<file path="config.mk">
export PLATFORM = sky130hd
export DESIGN_NAME = uart_rx_sample_counter
export DESIGN_NICKNAME = d
export VERILOG_FILES = /design/src/rtl/uart_rx_sample_counter.sv
export SDC_FILE = /design/constraint.sdc
export NUM_CORES = 1
export LEC_CHECK = 0
export ABC_CLOCK_PERIOD_IN_PS = 6100
export CAP_MARGIN = 40
export CELL_PAD_IN_SITES_DETAIL_PLACEMENT = 1
export CELL_PAD_IN_SITES_GLOBAL_PLACEMENT = 1
export CORE_MARGIN = 5
export CORE_UTILIZATION = 40
export DETAILED_ROUTE_END_ITERATION = 8
export GPL_TIMING_DRIVEN = 0
export PLACE_DENSITY = 0.85
export SLEW_MARGIN = 0
export SYNTH_ARGS = -nofsm -noshare
export SYNTH_HDL_FRONTEND = slang
export SYNTH_SLANG_ARGS = --single-unit
</file>
<file path="constraint.sdc">
create_clock -name clk -period 6.1 [get_ports clk]
set_input_delay 1.83 -clock clk [delete_from_list [all_inputs] [get_ports clk]]
set_output_delay 1.83 -clock clk [all_outputs]
set_load 0.005 [all_outputs]
</file>
<file path="src/rtl/uart_rx_sample_counter.sv">
// UART RX bit/frame timing engine: edge counter per bit, bit counter per frame, mid-bit strobe decode.
// Define UART_RX_TRIPLE_SAMPLE_EN for three strobes around mid-bit plus sample_idx_out.
module uart_rx_sample_counter #(
   parameter int unsigned PRESCALE_W = 6,
   parameter int unsigned BIT_CNT_W  = 4,
   parameter int unsigned FRAME_BITS = 11
) (
   input  logic                  clk,
   input  logic                  reset,
   input  logic [PRESCALE_W-1:0] prescale_in,
   input  logic                  start_in,
   input  logic                  stop_in,
   input  logic                  en_in,
   output logic [PRESCALE_W-1:0] edge_cnt_out,
   output logic [BIT_CNT_W-1:0]  bit_cnt_out,
   output logic                  busy_out,
   output logic                  sample_stb_out,
   output logic                  bit_done_out,
   output logic                  frame_done_out,
   output logic                  cfg_err_out
`ifdef UART_RX_TRIPLE_SAMPLE_EN
   ,
   output logic [1:0]            sample_idx_out
`endif
);

   typedef enum logic {
      IDLE,
      RUN
   } state_t;

`ifdef UART_RX_TRIPLE_SAMPLE_EN
   localparam logic [PRESCALE_W-1:0] MIN_PRESCALE = PRESCALE_W'(6);
`else
   localparam logic [PRESCALE_W-1:0] MIN_PRESCALE = PRESCALE_W'(4);
`endif
   localparam logic [PRESCALE_W-1:0] P_ONE    = PRESCALE_W'(1);
   localparam logic [BIT_CNT_W-1:0]  B_ONE    = BIT_CNT_W'(1);
   localparam logic [BIT_CNT_W-1:0]  LAST_BIT = BIT_CNT_W'(FRAME_BITS - 1);

   state_t                  state, state_d;
   logic [PRESCALE_W-1:0]   prescale_q, prescale_d;
   logic [PRESCALE_W-1:0]   edge_cnt, edge_d;
   logic [BIT_CNT_W-1:0]    bit_cnt, bit_d;
   logic                    cfg_err, cfg_err_d;
   logic [PRESCALE_W-1:0]   mid;
   logic                    last_edge;
   logic                    last_bit;
   logic                    active;

   assign mid       = prescale_q >> 1;
   assign last_edge = (edge_cnt == prescale_q - P_ONE);
   assign last_bit  = (bit_cnt == LAST_BIT);

   always_ff @(posedge clk or posedge reset) begin
      if (reset) begin
         state      <= IDLE;
         prescale_q <= '0;
         edge_cnt   <= '0;
         bit_cnt    <= '0;
         cfg_err    <= 1'b0;
      end else begin
         state      <= state_d;
         prescale_q <= prescale_d;
         edge_cnt   <= edge_d;
         bit_cnt    <= bit_d;
         cfg_err    <= cfg_err_d;
      end
   end

   // Priority: stop over start over counting; a rejected start leaves prescale_q untouched.
   always_comb begin
      state_d    = state;
      prescale_d = prescale_q;
      edge_d     = edge_cnt;
      bit_d      = bit_cnt;
      cfg_err_d  = cfg_err;
      if (stop_in) begin
         state_d = IDLE;
         edge_d  = '0;
         bit_d   = '0;
      end else if (start_in) begin
         edge_d = '0;
         bit_d  = '0;
         if (prescale_in >= MIN_PRESCALE) begin
            prescale_d = prescale_in;
            cfg_err_d  = 1'b0;
            state_d    = RUN;
         end else begin
            cfg_err_d = 1'b1;
            state_d   = IDLE;
         end
      end else if (state == RUN && en_in) begin
         if (last_edge) begin
            edge_d = '0;
            if (last_bit) begin
               bit_d   = '0;
               state_d = IDLE;
            end else begin
               bit_d = bit_cnt + B_ONE;
            end
         end else begin
            edge_d = edge_cnt + P_ONE;
         end
      end
   end

   always_comb begin
      active         = (state == RUN) && en_in;
      edge_cnt_out   = edge_cnt;
      bit_cnt_out    = bit_cnt;
      busy_out       = (state == RUN);
      cfg_err_out    = cfg_err;
      bit_done_out   = active && last_edge;
      frame_done_out = active && last_edge && last_bit;
`ifdef UART_RX_TRIPLE_SAMPLE_EN
      sample_stb_out = 1'b0;
      sample_idx_out = '0;
      if (active) begin
         if (edge_cnt == mid - P_ONE) begin
            sample_stb_out = 1'b1;
            sample_idx_out = 2'd0;
         end else if (edge_cnt == mid) begin
            sample_stb_out = 1'b1;
            sample_idx_out = 2'd1;
         end else if (edge_cnt == mid + P_ONE) begin
            sample_stb_out = 1'b1;
            sample_idx_out = 2'd2;
         end
      end
`else
      sample_stb_out = active && (edge_cnt == mid);
`endif
   end

endmodule
</file>
# Word level (Yosys, flattened, before mapping)
# Cells that the tools add are included.
# totals
ff_bits	18
inputBits	11
output_inout_bits	15
word_cells	40
# op_classes
addsub	3
magnitude_cmp	1
eq_ne	3
mux	16
n_bitwise	1
n_reduce_logical	11
# ops
op	n
$mux W6	4
$mux W4	5
$reduce_bool A3 Y1	3
$mux W1	7
$add A6 B1 Y6 const B	1
$eq A6 B5 Y1	1
$eq A6 B6 Y1	1
$ge A6 B3 Y1 const B	1
$reduce_and A3 Y1	2
$sub A6 B1 Y6 const B	1
$add A4 B1 Y4 const B	1
$eq A4 B4 Y1 const B	1
$logic_and A1 B1 Y1	4
$reduce_and A2 Y1	2
$not A1 Y1	1

# Longest topological paths before layout
# logic_depth
depth_word	6
mapped_depth	7
mapped_depth_nobuf	7

# Least setup slack after synthesis
# OpenSTA, ideal clock, no wires.
# synth_path
path_type	input to output
from	in en_in
to	out bit_done_out
t_arrival_ns	2.368
required_time_ns	4.270
slack_ns	1.902
cell_stages	3
n_path_buf	0
path_cell_list	nand2_1 > a21o_1 > nor2_1
# synth_between
elab_chain_len	2
# synth_lines
element	line	source
start, declared	13	input logic en_in,
$logic_and A1 B1 Y1	109	active = (state == RUN) && en_in;
$logic_and A1 B1 Y1	114	bit_done_out = active && last_edge;
end, declared	18	output logic bit_done_out,
# No other way between the ends.

# Worst setup path in the final report
# Same ends and word-level chain as after synthesis.

==> flow_summary.toml <==
[global_route]
grt_max_degree = 19
met2_usage_pct = 27.8
antenna_found_initial = 0
grt_pass1_wl_mm = 5.42
grt_overflow = 0
grt_pass1_vias = 1159
grt_use_met3_pct = 3.02
use_met1_pct = 21.6
track_usage_pct = 16.5
top_usage_layer = "met2"

[placement]
gp_congestion = 0.828
io_buffers = 25
place_hpwl_mm = 2.38

[setup_path]
required_ns = 4.27
worstSetupPathType = "in -> out"
cpPeakStageDelay_ns = 0.58
critPathCaptureType = "output pin"
critPathBufInv = 2
crit_family = "buffers and inverters"
arrival_ns = 3.61
rrSetupSlack_ns = 3.74
cpMostUsedCell = "clkdlybuf4s50_1"
crit_chain = "clkdlybuf4s50_1, nand2_1, a21o_1, nor2_1, clkdlybuf4s50_1"
slowest_stage = "clkdlybuf4s50_1"
r2r_end = "bit_cnt_out[3]"
worst_r2r_path_depth = 7
worst-path-max-fanout = 6
crit_path_start_kind = "primary input"
reg2reg_from = "prescale_q[0]"

[layout]
multi_input_area_um2 = 644
nets = 172
utilization_pct = 53.4
syn_to_final_growth_pct = 28.4
n_fill_cell = 333
final_layout_size_suffix_gt1_share_pct = 8.97
register_area_um2 = 450
antenna_cells = 0

[drt]
first_pass_iters = 4
vias = 1061
dr.first_iter.drc_count = 43
detail-route-antenna-nets = 0
route.detailed.drc = 0
via_per_inst = 5.67
wl_per_cell_um = 16.6
routed_wl_mm = 3.10

[hold_path]
min_from = "cfg_err_out"
holdCritPathClass = "reg -> reg"
whs_path_depth = 2
min_to = "cfg_err_out"

[run]
maxCapViolations = 0

[synth]
mappedNetlistArea_um2 = 1150
synth_cell_types = 38
ys_ff_latch = 18
yosys_warnings = 0
synth_edf_count = 0
yosysSeqAreaShare_pct = 39.3
synthArstFlopShare_pct = 100
synthTopCellsByCount = "18 x dfrtp_1, 14 x o21ai_0, 10 x nand2_1"
yosysTopAreaCell = "dfrtp_1"
synth.area.top_cells = "dfrtp_1 39%, o21ai_0 6.1%, xnor2_1 6.1%"
syn_inst = 127
yosysMostFrequentCell = "dfrtp_1"
ys.flop_type = "dfrtp_1"
yosysTopAreaCellShare_pct = 39.3
synth.avg_cell_area_um2 = 9.03
synth_fp_nets = 142

[floorplanning]
core_um2 = 2760
dieWidth_um = 63.6
row_count = 19
die_h_um = 63.6
start_util_pct = 41.6
num_io_pins = 26
dieArea_um2 = 4040

[cts]
cts_resized = 0
cts_setup_buffers = 0
root_buffer = "clkbuf_4"
cts_buffers = 3
cts_tree = "yes"
clk_pin_slew_ns = 0.10
h-tree-depth = 1
clk_path_buf_depth = 2
clock-sinks = 18
clkLatencyLatePin_ns = 0.29
cts_hold_buf = 0

[timing]
finalSetupTns_ns = 0
fin_worst_skew_ns = 0.00654
rsz0062_at_grt = "no"
clock.fmax_ghz = 0.184
max_slew_margin_pct = 53.2
tightest_slew_ns = 0.701
hold_violations = 0
period_needed_ns = 5.44
final-max-slew-violation-count = 0
finalSetupViolations = 0
fin_crit_sh_pct = 89.2

[power]
power_density_nw_per_um2 = 189
p_leak_uw = 0.000578
ir_worst_vdd_mv = 0.125

[run_status]
status = "complete, no violations"
==> placed cells by master (no fill, tap or decap), types with 2 or more instances in the layout <==
| cell type | Yosys | routed |
|---|---|---|
| clkbuf_4 | 0 | 3 |
| mux2_2 | 2 | 2 |
| and2_1 | 2 | 2 |
| nand4_1 | 3 | 3 |
| nor2_1 | 7 | 7 |
| or2_2 | 2 | 2 |
| xnor2_1 | 8 | 8 |
| clkbuf_1 | 4 | 4 |
| and3_1 | 4 | 4 |
| or4_1 | 2 | 2 |
| a21oi_1 | 3 | 3 |
| clkdlybuf4s50_1 | 0 | 25 |
| o31ai_1 | 2 | 2 |
| nor3_1 | 7 | 7 |
| dfrtp_1 | 18 | 18 |
| o21ai_0 | 14 | 14 |
| inv_1 | 6 | 6 |
| nand2_1 | 10 | 10 |
| ha_1 | 4 | 4 |
| nand3_1 | 6 | 6 |
| xor2_1 | 4 | 4 |
==> worst register-to-register path: stages, from the launching register on <==
cell	delay, ns
dfrtp_1	0.42
inv_1	0.09
ha_1	0.22
or3b_1	0.38
a211oi_2	0.29
nand4_2	0.21
or4_1	0.54
a21oi_1	0.15
==> final cells by class <==
class / count / share of cell area (%)
plain buffers: 6 / 2.04
flip-flops and latches: 18 / 30.6
multi-input cells: 97 / 43.8
well taps: 31 / 2.63
inverters: 6 / 1.53
repair buffers: 25 / 17.0
clock buffers: 4 / 2.46
==> per-layer routing <==
| layer | up-vias | part of all wire, % |
|---|---|---|
| met1 | 523 | 46 |
| met3 | 2 | 3.6 |
| met2 | 24 | 49 |
| met4 | 0 | 0.61 |
| li1 | 512 | - |
| met5 | - | 0 |
==> state kept, by name (all words and copies together) (netlist names) <==
| name | count |
|---|---|
| bit_cnt_out | 4 |
| edge_cnt_out | 6 |
| prescale_q | 6 |
| cfg_err_out | 1 |
| busy_out | 1 |
==> metrics by stage <==
step	std cells	power [uW]	area [um^2]	hold WS (ns)	worst slack, ns
finish	187	278	1470	0.505	0.656
global placement	183	201	1440	0.479	0.682
floorplan	127	182	1150	0.491	1.90
CTS	187	281	1470	0.513	0.661
global route	187	296	1470	0.567	0.534
detailed placement	183	205	1440	0.489	0.667
==> where the power goes <==
group | internal (uW) | switching [uW] | total [uW]
clock | 36.4 | 37.9 | 74.2
combinational | 33.4 | 34.9 | 68.4
sequential | 127 | 8.55 | 135
total | 196 | 81.4 | 278
==> how the worst max path moves through the flow <==
stage | endpoint | startpoint | cells past startpoint
6_report | bit_done_out | en_in | 5
3_5_place_dp | bit_done_out | en_in | 5
4_1_cts | bit_done_out | en_in | 5
3_3_place_gp | bit_done_out | en_in | 5
2_1_floorplan | bit_done_out | en_in | 3
5_1_grt | bit_done_out | en_in | 5
==> kinds of logic (layout without fill, tap and decap cells) <==
kind of cell | Yosys count | count (layout) | synth area share [%]
compound gates | 27 | 27 | 15.3
xor+xnor | 12 | 12 | 9.16
mux | 3 | 3 | 2.84
fa+ha+maj | 4 | 4 | 4.36
flops | 18 | 18 | 39.3
simple gates | 51 | 51 | 24.5
buf+inv | 12 | 41 | 4.58
Power figures use the tool's default switching activity.
